**config.mk**
```make
export PLATFORM = sky130hd
export DESIGN_NAME = if_id_buf
export DESIGN_NICKNAME = d
export VERILOG_FILES = /design/src/rtl/if_id_buf_pkg.sv /design/src/rtl/if_id_fifo.sv /design/src/rtl/if_id_buf.sv
export SDC_FILE = /design/constraint.sdc
export NUM_CORES = 1
export LEC_CHECK = 0
export ABC_AREA = 1
export CORE_ASPECT_RATIO = 1.75
export CORE_UTILIZATION = 45
export DETAILED_ROUTE_END_ITERATION = 6
export PLACE_DENSITY = 0.69
export SLEW_MARGIN = 30
export SYNTH_ARGS = -nofsm -noshare
export SYNTH_HDL_FRONTEND = slang
export SYNTH_SLANG_ARGS = --single-unit
```
**constraint.sdc**
```tcl
create_clock -name clk -period 6.9 [get_ports clk]
set_input_delay 1.38 -clock clk [delete_from_list [all_inputs] [get_ports clk]]
set_output_delay 1.38 -clock clk [all_outputs]
set_load 0.01 [all_outputs]
```
**src/rtl/if_id_buf_pkg.sv**
```systemverilog
// Shared constants and helpers for the fetch/decode boundary buffer.
package if_id_buf_pkg;

  localparam int unsigned INST_ADDR_W = 32;
  localparam int unsigned INST_W      = 32;
  localparam logic [INST_ADDR_W-1:0] ZERO_WORD = '0;
  // Opcode presented to decode whenever the stage carries a bubble.
  localparam logic [INST_W-1:0]      NOP_INST  = '0;

  function automatic int unsigned ptr_width(input int unsigned depth);
    return (depth > 1) ? $clog2(depth) : 1;
  endfunction

endpackage

```
**src/rtl/if_id_fifo.sv**
```systemverilog
// Skid FIFO holding {pc, inst} beats that arrive while decode is stalled.
module if_id_fifo
  import if_id_buf_pkg::*;
#(
  parameter int unsigned DEPTH = 2,
  parameter int unsigned W     = 64
) (
  input  logic                       clk,
  input  logic                       rst,
  input  logic                       clr,
  input  logic                       push,
  input  logic                       pop,
  input  logic [W-1:0]               wdata,
  output logic [W-1:0]               rdata,
  output logic [$clog2(DEPTH+1)-1:0] count,
  output logic                       full,
  output logic                       empty
);

  localparam int unsigned PW = ptr_width(DEPTH);
  localparam int unsigned CW = $clog2(DEPTH + 1);

  logic [W-1:0]  mem [DEPTH];
  logic [PW-1:0] rd_ptr;
  logic [PW-1:0] wr_ptr;
  logic          do_push;
  logic          do_pop;

  function automatic logic [PW-1:0] ptr_inc(input logic [PW-1:0] p);
    return (p == PW'(DEPTH - 1)) ? '0 : p + PW'(1);
  endfunction

  assign full    = (count == CW'(DEPTH));
  assign empty   = (count == '0);
  // A full FIFO still accepts a push when the head leaves in the same cycle.
  assign do_push = push && (!full || pop);
  assign do_pop  = pop && !empty;
  assign rdata   = mem[rd_ptr];

  always_ff @(posedge clk or posedge rst) begin
    if (rst) begin
      rd_ptr <= '0;
      wr_ptr <= '0;
      count  <= '0;
    end else if (clr) begin
      rd_ptr <= '0;
      wr_ptr <= '0;
      count  <= '0;
    end else begin
      if (do_push) wr_ptr <= ptr_inc(wr_ptr);
      if (do_pop)  rd_ptr <= ptr_inc(rd_ptr);
      case ({do_push, do_pop})
        2'b10:   count <= count + CW'(1);
        2'b01:   count <= count - CW'(1);
        default: count <= count;
      endcase
    end
  end

  always_ff @(posedge clk) begin
    if (do_push && !clr) mem[wr_ptr] <= wdata;
  end

endmodule

```
**src/rtl/if_id_buf.sv**
```systemverilog
// IF/ID boundary register with skid FIFO. Optional perf counters under IF_ID_PERF_EN.
module if_id_buf
  import if_id_buf_pkg::*;
#(
  parameter int unsigned DEPTH = 2,
  parameter int unsigned AW    = 32,
  parameter int unsigned DW    = 32
) (
  input  logic          clk,
  input  logic          rst,
  input  logic [AW-1:0] if_pc,
  input  logic [DW-1:0] if_inst,
  input  logic          if_valid,
  output logic          if_ready,
  input  logic          id_stall,
  input  logic          flush,
  output logic [AW-1:0] id_pc,
  output logic [DW-1:0] id_inst,
  output logic          id_valid,
  output logic          ovf_err
`ifdef IF_ID_PERF_EN
  ,
  output logic [31:0]   stall_cnt,
  output logic [31:0]   bubble_cnt
`endif
);

  localparam int unsigned CW = $clog2(DEPTH + 1);

  // Handshake: if_ready is a fetch permission, not a per-beat acceptance.
  // A beat with if_valid=1 is always taken (bypassed, queued or flushed);
  // if_ready only tells pc_reg whether it may issue the next fetch, and one
  // FIFO slot is kept free for the fetch already in flight.

  logic [AW+DW-1:0] fifo_rdata;
  logic [CW-1:0]    fifo_count;
  logic             fifo_full;
  logic             fifo_empty;
  logic             fifo_push;
  logic             fifo_pop;
  logic             fifo_clr;
  logic             ovf_set;
  logic             nxt_valid;
  logic [AW-1:0]    nxt_pc;
  logic [DW-1:0]    nxt_inst;

  if_id_fifo #(
    .DEPTH (DEPTH),
    .W     (AW + DW)
  ) u_fifo (
    .clk   (clk),
    .rst   (rst),
    .clr   (fifo_clr),
    .push  (fifo_push),
    .pop   (fifo_pop),
    .wdata ({if_pc, if_inst}),
    .rdata (fifo_rdata),
    .count (fifo_count),
    .full  (fifo_full),
    .empty (fifo_empty)
  );

  assign if_ready = (fifo_count < CW'(DEPTH - 1));

  always_comb begin
    fifo_push = 1'b0;
    fifo_pop  = 1'b0;
    fifo_clr  = 1'b0;
    ovf_set   = 1'b0;
    nxt_valid = id_valid;
    nxt_pc    = id_pc;
    nxt_inst  = id_inst;
    if (flush) begin
      fifo_clr  = 1'b1;
      nxt_valid = 1'b0;
      nxt_pc    = AW'(ZERO_WORD);
      nxt_inst  = DW'(NOP_INST);
    end else if (id_stall) begin
      fifo_push = if_valid;
      ovf_set   = if_valid && fifo_full;
    end else if (!fifo_empty) begin
      // Older queued work goes first; the incoming beat joins the tail.
      fifo_pop  = 1'b1;
      fifo_push = if_valid;
      nxt_valid = 1'b1;
      nxt_pc    = fifo_rdata[AW+DW-1:DW];
      nxt_inst  = fifo_rdata[DW-1:0];
    end else if (if_valid) begin
      nxt_valid = 1'b1;
      nxt_pc    = if_pc;
      nxt_inst  = if_inst;
    end else begin
      nxt_valid = 1'b0;
      nxt_pc    = AW'(ZERO_WORD);
      nxt_inst  = DW'(NOP_INST);
    end
  end

  always_ff @(posedge clk or posedge rst) begin
    if (rst) begin
      id_valid <= 1'b0;
      id_pc    <= '0;
      id_inst  <= '0;
      ovf_err  <= 1'b0;
    end else begin
      id_valid <= nxt_valid;
      id_pc    <= nxt_pc;
      id_inst  <= nxt_inst;
      if (ovf_set) ovf_err <= 1'b1;
    end
  end

`ifdef IF_ID_PERF_EN
  always_ff @(posedge clk or posedge rst) begin
    if (rst) begin
      stall_cnt  <= '0;
      bubble_cnt <= '0;
    end else begin
      if (id_stall && id_valid) stall_cnt  <= stall_cnt + 32'd1;
      if (!id_valid)            bubble_cnt <= bubble_cnt + 32'd1;
    end
  end
`endif

endmodule

```
==> results.toml <==
[power_and_ir_drop]
internal-power_mw = 2.38
p_sw_share_pct = 31.1
vdd_drop_max_v = 0.000181
p_leak_nw = 3.97
total_power_mw = 3.45
switching_power_mw = 1.07
power_frac_comb_pct = 25.3
powerDensity_nw_per_um2 = 334
clockPowerShare_pct = 31.2
seq_power_share_pct = 43.6

[logic_synthesis]
ys.flop_type = "edfxtp_1"
yosysSeqAreaShare_pct = 66.6
synth_edf_count = 128
syn_inst = 746
synth_area_sq_um = 8400
synth_nets = 817
ys.warnings.count = 0
synth_top_area_share_pct = 45.7
ys_seq_elements = 198
yosysTopAreaCell = "edfxtp_1"
yosys.cell_types.count = 20
synth_common_cells = "nand2_1 (141), nand3_1 (134), edfxtp_1 (128)"
yosysMostFrequentCell = "nand2_1"
synthTopCellsByArea = "edfxtp_1 (46%), dfrtp_1 (21%), nand3_1 (8.0%)"
avgSynthCellArea_sq_um = 11.3
synthArstFlopShare_pct = 35.4

[clock_tree]
cts_resized = 0
post_cts_buffers = 0
path_clk_slew_ns = 0.07
htreeDepth = 4
ctsLongestPathBuffers = 2
cts_root_buf = "clkbuf_16"
tritoncts = "done"
clock_latency_ns = 0.43
cts.sinks = 198
ctsHoldBuffers = 0
numCtsBuffers = 17

[drt]
drc = 0
drt_iter0_markers = 399
drt_wl_total_mm = 19.6
vias_per_cell = 5.34
vias = 5874
detail-route-antenna-nets = 0
wl_per_cell_um = 17.8
first_pass_iters = 5

[setup_path]
rr_worst_depth = 9
ff2ff_setup_slack_ns = 3.81
crit_fanout = 46
slowest_delay_ns = 0.65
worstPathArrival_ns = 4.05
cp.buffers_inverters = 3
end_kind = "flip-flop"
cpLargestDelayFamily = "buffers and inverters"
cpMaxStageDelayCell = "buf_4"
critPathLaunchType = "input port"
worstSetupPathType = "in -> reg"
crit_top_cell = "nand2_1"
timing.rr.start = "u_fifo.count[0]$_DFFE_PP0P_"
r2r_end = "u_fifo.mem[1][16]$_DFFE_PP_"
path_cells = "clkdlybuf4s50_1 -> inv_2 -> nand2_1 -> nor2_2 -> nand2_1 -> nor2_4 -> buf_4"
crit_required_ns = 6.96

[die]
dieArea_sq_um = 19200
fp.dieW_um = 105
rows = 65
die_h_um = 183
start_util_pct = 46.3
design.core.area_sq_um = 18100
ios = 136

[sta]
worst_slew_pin_slew_ns = 0.799
layout_setup_ws_ns = 2.92
slew_headroom_pct = 46.8
skew_ns = 0.0136
rsz0062_at_grt = "no"
min_period_over_period_pct = 57.7
fmax_mhz = 251
drv_slew = 0
tns_ns = 0
setup_viol = 0
hold_violations = 0
post-route-min-period_ns = 3.98

[placement]
dp_cells = 1067
dpl_worst_slack_ns = 2.42
port_buffers = 135
place_hpwl_mm = 11.8
gp_congestion = 0.734

[global_routing]
grt_use_total_pct = 21.4
grt_pass1_vias = 5926
antenna_found_initial = 0
grt_pass1_wl_mm = 31.4
grt_overflow_total = 0
grt_use_met1_pct = 24.5
grt_most_used_layer = "met2"
grt_use_met2_pct = 38.6
grt_start_max_net_pins = 71
use_met3_pct = 3.34

[final_layout]
nFillCells = 1568
diodes = 0
nNetsFinal = 923
multi_input_area_sq_um = 2340
stdcell_count = 1099
register_area_sq_um = 5600
layout-drive-gt1-share_pct = 13.2
syn2layout_area_growth_pct = 23.0

[worst_hold_path]
hold_path_end = "u_fifo.wr_ptr$_DFFE_PP0P_"
whs_path_depth = 2
min_from = "u_fifo.wr_ptr$_DFFE_PP0P_"
min_path_type = "reg -> reg"

[job]
drv_cap = 0

[status]
status = "completed"
## kinds of logic (layout without fill, tap and decap cells)
logic type,count (synthesis),count (layout),share of synthesized area (%)
AO/OA/AOI/OAI,133,133,7.98
AND/OR/NAND/NOR,346,346,19.4
adder cells (fa/ha/maj),2,2,0.298
flip-flops,198,198,66.6
buffers and inverters,67,186,5.78
## registers in the layout, indices dropped and copies added, names as in the netlist
register and cells:
u_fifo.mem 128, id_inst 32, id_pc 32, u_fifo.count 2
id_valid 1, ovf_err 1, u_fifo.rd_ptr 1, u_fifo.wr_ptr 1
## per-layer routing
layer	part of all wire (%)	wire [um]
met3	4.0	782
met1	38	7390
met4	3.6	695
met2	55	10700
met5	0	0
## power groups by stage
stage,Combinational (mW),Clock (mW),Sequential [mW]
after floorplan,0.574,0,1.54
after global placement,0.870,0,1.53
after detailed placement,0.879,0,1.53
after CTS,0.882,1.09,1.50
after global routing,0.962,1.14,1.52
final,0.872,1.07,1.50
## through the flow
stage / hold slack (ns) / util [%] / area, sq um
after global routing: 0.543 / 57.0 / 10300
after detailed placement: 0.494 / 53.4 / 9690
after CTS: 0.510 / 57.0 / 10300
after floorplan: 0.468 / - / 8400
final: 0.503 / 57.0 / 10300
after global placement: 0.491 / 53.4 / 9690
## layout make-up
cell class                      instances  area share (%)
Tap cell                              234            2.83
Multi-Input combinational cell        481            22.6
Clock inverter                         14            2.08
Inverter                               10           0.544
Clock buffer                           18            4.15
Timing Repair Buffer                  144            13.7
Sequential cell                       198            54.1
## cells in the final DEF (no fill, tap or decap), drive strengths merged, types with 2 or more instances in the layout
cell type and count:
clkbuf 18, clkinv 4, nand2 141, o21bai 2
dfrtp 70, ha 2, nand3 135, clkdlybuf4s50 133
clkinvlp 2, edfxtp 128, nor2 70, buf 11
inv 14, bufinv 4, o21ai 130
## worst reg2reg max path, delay by kind of cell, from the launching register on
| family | cells | cell delay [ns] |
|---|---|---|
| buffers and inverters | 3 | 1.06 |
| adder cells (fa/ha/maj) | 1 | 0.21 |
| AND/OR/NAND/NOR | 5 | 1.08 |
| flip-flops | 1 | 0.37 |
## worst max path at each step
stage	from	to	slack (ns)	depth (start not counted)
global placement	flush	u_fifo.mem[0][57]$_DFFE_PP_	2.39	7
detailed placement	flush	u_fifo.mem[1][26]$_DFFE_PP_	2.42	7
global route	flush	u_fifo.mem[1][62]$_DFFE_PP_	2.67	7
finish	flush	u_fifo.mem[1][16]$_DFFE_PP_	2.92	7
CTS	flush	u_fifo.mem[1][26]$_DFFE_PP_	2.88	7
floorplan	id_stall	u_fifo.mem[1][0]$_DFFE_PP_	1.83	6
No activity file was read; power rests on OpenSTA's default activity.
